===== config.mk =====
export PLATFORM = sky130hd
export DESIGN_NAME = mmio_stat_responder_flat
export DESIGN_NICKNAME = d
export VERILOG_FILES = /design/src/rtl/mmio_stat_responder_if.sv /design/src/rtl/mmio_stat_responder.sv /design/src/flat_wrapper.sv
export SDC_FILE = /design/constraint.sdc
export NUM_CORES = 1
export LEC_CHECK = 0
export CORE_MARGIN = 1
export CORE_UTILIZATION = 56
export CTS_BUF_LIST = sky130_fd_sc_hd__clkbuf_8
export DETAILED_ROUTE_END_ITERATION = 12
export PLACE_DENSITY_LB_ADDON = 0.12
export SETUP_SLACK_MARGIN = 0.05
export SLEW_MARGIN = 20
export SYNTH_ARGS = -nofsm -noshare
export SYNTH_HDL_FRONTEND = slang
export SYNTH_SLANG_ARGS = --single-unit

===== constraint.sdc =====
create_clock -name clk -period 2.5 [get_ports clk]
set_input_delay 0.25 -clock clk [delete_from_list [all_inputs] [get_ports clk]]
set_output_delay 0.25 -clock clk [all_outputs]
set_load 0.01 [all_outputs]

===== src/rtl/mmio_stat_responder_if.sv =====
// MMIO read request/response bundle between the CCI-P host side and the
// status/performance register responder.
interface mmio_stat_responder_if;
   logic        mmio_rd_valid;
   logic [15:0] mmio_rd_addr;
   logic [1:0]  mmio_rd_len;
   logic [8:0]  mmio_rd_tid;
   logic        rsp_valid;
   logic [8:0]  rsp_tid;
   logic [63:0] rsp_data;

   modport master (
      output mmio_rd_valid,
      output mmio_rd_addr,
      output mmio_rd_len,
      output mmio_rd_tid,
      input  rsp_valid,
      input  rsp_tid,
      input  rsp_data
   );

   modport slave (
      input  mmio_rd_valid,
      input  mmio_rd_addr,
      input  mmio_rd_len,
      input  mmio_rd_tid,
      output rsp_valid,
      output rsp_tid,
      output rsp_data
   );
endinterface


===== src/rtl/mmio_stat_responder.sv =====
// Two-stage MMIO read responder for the AES AFU status/performance registers:
// saturating line/cycle counters, run tracking and a constant ID register.
module mmio_stat_responder #(
   parameter logic [15:0] BASE_DW_ADDR = 16'h0040,
   parameter logic [63:0] ID_VALUE     = 64'h4145_535F_5354_4154
) (
   input logic                  clk,
   input logic                  reset,
   mmio_stat_responder_if.slave mmio,
   input logic                  run_start,
   input logic                  run_done,
   input logic                  rd_line_evt,
   input logic                  wr_line_evt
);

   localparam logic [63:0] CNT_MAX = {64{1'b1}};

   typedef enum logic {
      RUN_IDLE,
      RUN_BUSY
   } run_state_e;

   run_state_e  state;
   run_state_e  state_next;
   logic        busy;
   logic        done_ok;
   logic        done_sticky;
   logic [63:0] rd_lines;
   logic [63:0] wr_lines;
   logic [63:0] run_cycles;
   logic [63:0] last_run_cycles;

   logic        req_hit;
   logic [2:0]  req_idx;
   logic        s1_valid;
   logic [8:0]  s1_tid;
   logic [2:0]  s1_idx;
   logic        s1_len8;
   logic        s1_upper;
   logic        s1_hit;
   logic [63:0] sel_reg;
   logic [63:0] fmt_data;

   function automatic logic [63:0] sat_inc(input logic [63:0] v);
      sat_inc = (v == CNT_MAX) ? v : v + 64'd1;
   endfunction

   always_ff @(posedge clk) begin
      if (reset) state <= RUN_IDLE;
      else       state <= state_next;
   end

   // A start always (re)enters BUSY, even when it coincides with done.
   always_comb begin
      state_next = state;
      case (state)
         RUN_IDLE: if (run_start) state_next = RUN_BUSY;
         RUN_BUSY: begin
            if (run_start)     state_next = RUN_BUSY;
            else if (run_done) state_next = RUN_IDLE;
         end
         default:  state_next = RUN_IDLE;
      endcase
   end

   always_comb begin
      busy = (state == RUN_BUSY);
   end

   assign done_ok = run_done && busy;

   always_ff @(posedge clk) begin
      if (reset)          done_sticky <= 1'b0;
      else if (run_start) done_sticky <= 1'b0;
      else if (done_ok)   done_sticky <= 1'b1;
   end

   always_ff @(posedge clk) begin
      if (reset)        last_run_cycles <= 64'd0;
      else if (done_ok) last_run_cycles <= sat_inc(run_cycles);
   end

   always_ff @(posedge clk) begin
      if (reset)          run_cycles <= 64'd0;
      else if (run_start) run_cycles <= 64'd0;
      else if (busy)      run_cycles <= sat_inc(run_cycles);
   end

   // Line events coinciding with run_start are deliberately lost in the clear.
   always_ff @(posedge clk) begin
      if (reset)            rd_lines <= 64'd0;
      else if (run_start)   rd_lines <= 64'd0;
      else if (rd_line_evt) rd_lines <= sat_inc(rd_lines);
   end

   always_ff @(posedge clk) begin
      if (reset)            wr_lines <= 64'd0;
      else if (run_start)   wr_lines <= 64'd0;
      else if (wr_line_evt) wr_lines <= sat_inc(wr_lines);
   end

   assign req_hit = ({1'b0, mmio.mmio_rd_addr} >= {1'b0, BASE_DW_ADDR}) &&
                    ({1'b0, mmio.mmio_rd_addr} <  ({1'b0, BASE_DW_ADDR} + 17'd12));
   assign req_idx = 3'((mmio.mmio_rd_addr - BASE_DW_ADDR) >> 1);

   always_ff @(posedge clk) begin
      if (reset) begin
         s1_valid <= 1'b0;
         s1_tid   <= 9'd0;
         s1_idx   <= 3'd0;
         s1_len8  <= 1'b0;
         s1_upper <= 1'b0;
         s1_hit   <= 1'b0;
      end else begin
         s1_valid <= mmio.mmio_rd_valid;
         s1_tid   <= mmio.mmio_rd_tid;
         s1_idx   <= req_idx;
         s1_len8  <= |mmio.mmio_rd_len;
         s1_upper <= mmio.mmio_rd_addr[0];
         s1_hit   <= req_hit;
      end
   end

   // Whole register is selected in one cycle, so 64-bit reads never tear.
   always_comb begin
      sel_reg = 64'd0;
      if (s1_hit) begin
         case (s1_idx)
            3'd0:    sel_reg = {62'd0, busy, done_sticky};
            3'd1:    sel_reg = rd_lines;
            3'd2:    sel_reg = wr_lines;
            3'd3:    sel_reg = run_cycles;
            3'd4:    sel_reg = last_run_cycles;
            3'd5:    sel_reg = ID_VALUE;
            default: sel_reg = 64'd0;
         endcase
      end
   end

   always_comb begin
      fmt_data = sel_reg;
      if (!s1_len8) fmt_data = {32'd0, s1_upper ? sel_reg[63:32] : sel_reg[31:0]};
   end

   always_ff @(posedge clk) begin
      if (reset) begin
         mmio.rsp_valid <= 1'b0;
         mmio.rsp_tid   <= 9'd0;
         mmio.rsp_data  <= 64'd0;
      end else begin
         mmio.rsp_valid <= s1_valid;
         if (s1_valid) begin
            mmio.rsp_tid  <= s1_tid;
            mmio.rsp_data <= fmt_data;
         end
      end
   end

endmodule


===== src/flat_wrapper.sv =====
// flat-port wrapper written by rule: the top's interface ports become plain ports
module mmio_stat_responder_flat 
#(
   parameter logic [15:0] BASE_DW_ADDR = 16'h0040,
   parameter logic [63:0] ID_VALUE     = 64'h4145_535F_5354_4154
)
  (clk, reset, run_start, run_done, rd_line_evt, wr_line_evt, mmio_mmio_rd_valid, mmio_mmio_rd_addr, mmio_mmio_rd_len, mmio_mmio_rd_tid, mmio_rsp_valid, mmio_rsp_tid, mmio_rsp_data);
  mmio_stat_responder_if mmio_i ();
  input logic clk;
  input logic reset;
  input logic run_start;
  input logic run_done;
  input logic rd_line_evt;
  input logic wr_line_evt;
  input wire logic [$bits(mmio_i.mmio_rd_valid)-1:0] mmio_mmio_rd_valid;
  input wire logic [$bits(mmio_i.mmio_rd_addr)-1:0] mmio_mmio_rd_addr;
  input wire logic [$bits(mmio_i.mmio_rd_len)-1:0] mmio_mmio_rd_len;
  input wire logic [$bits(mmio_i.mmio_rd_tid)-1:0] mmio_mmio_rd_tid;
  output wire logic [$bits(mmio_i.rsp_valid)-1:0] mmio_rsp_valid;
  output wire logic [$bits(mmio_i.rsp_tid)-1:0] mmio_rsp_tid;
  output wire logic [$bits(mmio_i.rsp_data)-1:0] mmio_rsp_data;
  assign mmio_i.mmio_rd_valid = mmio_mmio_rd_valid;
  assign mmio_i.mmio_rd_addr = mmio_mmio_rd_addr;
  assign mmio_i.mmio_rd_len = mmio_mmio_rd_len;
  assign mmio_i.mmio_rd_tid = mmio_mmio_rd_tid;
  assign mmio_rsp_valid = mmio_i.rsp_valid;
  assign mmio_rsp_tid = mmio_i.rsp_tid;
  assign mmio_rsp_data = mmio_i.rsp_data;
  mmio_stat_responder #(.BASE_DW_ADDR(BASE_DW_ADDR), .ID_VALUE(ID_VALUE)) u_core (.clk(clk), .reset(reset), .mmio(mmio_i), .run_start(run_start), .run_done(run_done), .rd_line_evt(rd_line_evt), .wr_line_evt(wr_line_evt));
endmodule

==> metrics.txt <==
residual DRC count=1; Vias=20603; synthesized cell area=0.01846 mm²; Yosys top cell by area=dfxtp_1; relative slew slack=48.49%; max incr delay on CP=610 ps; Clock Latency Late Sink=700 ps; Post-synth EDFFs=0; clk sinks=348; cell count after synthesis=2286; first drt pass iteration count=10; worst path cell trace=nand4_4 > or4_4 > or4_4 > o2111ai_4 > buf_6 > xnor2_2 > nor2_2; Worst Path Buf+Inv=1; final std cell area, no fill=0.02369 mm²; CP top delay family=simple AND/OR/NAND/NOR gates; max-capacitance violation count=0; clk buf depth=3; Yosys warning total=0; CTS clock-pin slew for the worst setup and hold paths=70 ps; final wirelength=77.35 mm; fin cells=3083; die area=0.03369 mm²; Hold Path Class=in2reg; area grow syn2layout=28.33%; post-synth top area share=37.74%; wire per inst=25.09 µm; Sw Pwr=3197 µW; initial antenna violation count=2; Final period util=97.12%; Die Span Y=183.6 µm; total track usage=44.48%; VDD IR max=0.3964 mV; Pwr Density=525.7 mW/mm²; root buffer cell=clkbuf_8; Die W=183.6 µm; first-pass GRT wire length=113.7 mm; Combinational Power Share=6.6%; final-report hold violation count=0; I/O pin cnt=108; largest net degree at the start of global routing=143; htree depth=2; failing checks=DRC; Placer Congestion=1.148; TritonCTS clock tree=yes; count leader, synth=dfxtp_1; FILL cells=2584; Tmin final=2428 ps; port bufs=107; sw frac=25.68%; Iter 0 DRT Violations=2794; FMAX=411.9 MHz; Inserted Clock Buffers=59; Async SR Flop Fraction=0%; Fin Hold WS=109.3 ps; worst slew pin tran=771.9 ps; dpl cells=2949; WP data required=3050 ps; DPL Wire Length=56.78 mm; row cnt=66; core area=0.03245 mm²; Seq. cell area=0.006999 mm²; Post-DP Area=0.02181 mm²; Crit Path Class=reg2reg; max-slew violations=0; status=finished, violations left; largest cells by area after synthesis=dfxtp_1, nor2_1, xnor2_1, a21oi_1, clkbuf_1; register share of total power=46.1%; power share of the clock group=47.3%; post-synthesis sequential area ratio=37.74%; Synth cell types=84; synthesized area per cell=8.074 µm²; Crit Path Max Fanout=7; Post-Syn Nets=2323; CP arrival=2980 ps; Int Pwr=9254 µW; area of the multi-input gates=0.01094 mm²; Final setup viols=0; gr ovfl total=0; Initial Util=56.87%; Startpoint Class=flop; Commonest cells post-synth=dfxtp_1, nor2_1, clkbuf_1; vias per cell=6.683; Final #Nets=2628; skew final=19.11 ps; RSZ-0062 raised after global routing=yes; Crit-path slowest cell=or4_4; critical path capture point type=flop; vias in the first global route=18759; leakage=0.007987 µW; Synth Flop Type=dfxtp_1; Routed Antenna Nets=0; most used cell, CP=or4_4; ratio of cells with drive above 1 in the final layout=20.23%; #FFs+latches synth=348
==> through the flow <==
step	worst slack, ps	power, µW	setup TNS, ps	utilization, %
3_5_place_dp	-75.50	6618	-123.8	67.19
6_report	72.10	12450	0	72.99
4_1_cts	14.04	12390	0	71.44
3_3_place_gp	-55.57	6605	-68.58	67.19
2_1_floorplan	79.06	6238	0	-
5_1_grt	-8.512	12730	-24.14	72.98
==> worst reg2reg max path, stage by stage (launching register included) <==
cell	delay, ps
dfxtp_2	350
nand4_4	130
or4_4	610
or4_4	590
o2111ai_4	260
buf_6	190
xnor2_2	120
nor2_2	40
==> layout make-up <==
| type | count | share of cell area (%) |
|---|---|---|
| Antenna cell | 1 | 0.01056 |
| Clock buffer | 81 | 4.707 |
| Tap cell | 442 | 2.335 |
| Sequential cell | 348 | 29.55 |
| Timing Repair Buffer | 436 | 15.90 |
| Clock inverter | 29 | 1.030 |
| Multi-Input combinational cell | 1727 | 46.17 |
| Inverter | 19 | 0.3011 |
==> final timing paths <==
check	endpoint	cells past startpoint	slack, ps	startpoint
hold / removal	u_core.s1_tid[1]	2	110	mmio_mmio_rd_tid[1]
setup / recovery	u_core.rd_lines[43]	7	70	u_core.rd_lines[6]
setup reg to reg	u_core.rd_lines[43]	7	70	u_core.rd_lines[6]
hold reg to reg	u_core.mmio.rsp_data[28]	2	480	u_core.mmio.rsp_data[28]
==> power by group through the flow <==
stage	clock network, µW	logic [µW]	registers [µW]
after floorplan	0	428	5810
after global placement	0	758	5850
after detailed placement	0	769	5850
after CTS	5890	773	5730
after global routing	6140	863	5730
final	5890	827	5740
==> cells by family (layout without fill, tap and decap cells) <==
kind of cell               after synthesis  after routing  share of synthesized area (%)
and+or+nand+nor                        977            978                          27.08
AOI/OAI and AO/OA                      557            557                          20.97
DFF                                    348            348                          37.74
buffers and inverters                  212            565                          4.603
xor gates and xnor gates               138            138                          6.548
muxes                                   51             51                          2.854
adders and majority gates                3              3                         0.2034
other                                    0              1                              0
==> registers in the layout, summed over array words and instances (netlist names), 3 cells and up <==
signal	cells
u_core.last_run_cycles	64
u_core.mmio.rsp_data	64
u_core.mmio.rsp_tid	9
u_core.rd_lines	64
u_core.run_cycles	64
u_core.s1_idx	3
u_core.s1_tid	9
u_core.wr_lines	64
==> cells in the final DEF (no fill, tap or decap), types with 10 or more instances in the layout <==
| cell type | instances |
|---|---|
| nor2b_1 | 19 |
| nand3_1 | 80 |
| xnor2_1 | 84 |
| nand4_1 | 61 |
| o31ai_1 | 29 |
| o211ai_1 | 48 |
| or3_1 | 59 |
| o221ai_1 | 17 |
| o21ai_1 | 12 |
| nor4_1 | 32 |
| dfxtp_1 | 328 |
| o21ai_0 | 70 |
| clkbuf_8 | 81 |
| buf_12 | 13 |
| nor4_2 | 11 |
| or4_1 | 42 |
| a211oi_1 | 74 |
| and3_1 | 36 |
| and2_1 | 11 |
| nor2_1 | 315 |
| a22oi_1 | 29 |
| clkdlybuf4s50_1 | 106 |
| xor2_1 | 52 |
| a21oi_1 | 134 |
| inv_1 | 30 |
| nor3_1 | 64 |
| a22o_1 | 26 |
| dfxtp_2 | 17 |
| nand2_1 | 155 |
| and4_1 | 29 |
| buf_4 | 305 |
| mux2i_1 | 47 |
| o32ai_1 | 10 |
| a221oi_1 | 31 |
==> what timing repair did <==
| item | in CTS | in global routing |
|---|---|---|
| endpoints found under the setup margin | 11 | 107 |
| setup buffers | 0 | 15 |
| gates resized for setup | 3 | 70 |
| hold endpoints to repair | 19 | 0 |
| hold buffers | 1 | 0 |
| pin swaps | 0 | 17 |
| cloned | 0 | 7 |
==> layer usage <==
metal	part of all wire [%]	GRT usage (%)	wire length, µm	vias up
li1	-	-	-	9107
met1	39	57.73	29870	9796
met2	42	65.05	32280	1380
met3	13	12.62	9943	318
met4	6.8	27.37	5234	2
met5	0.022	0	17	-
Power figures use the tool's default switching activity.
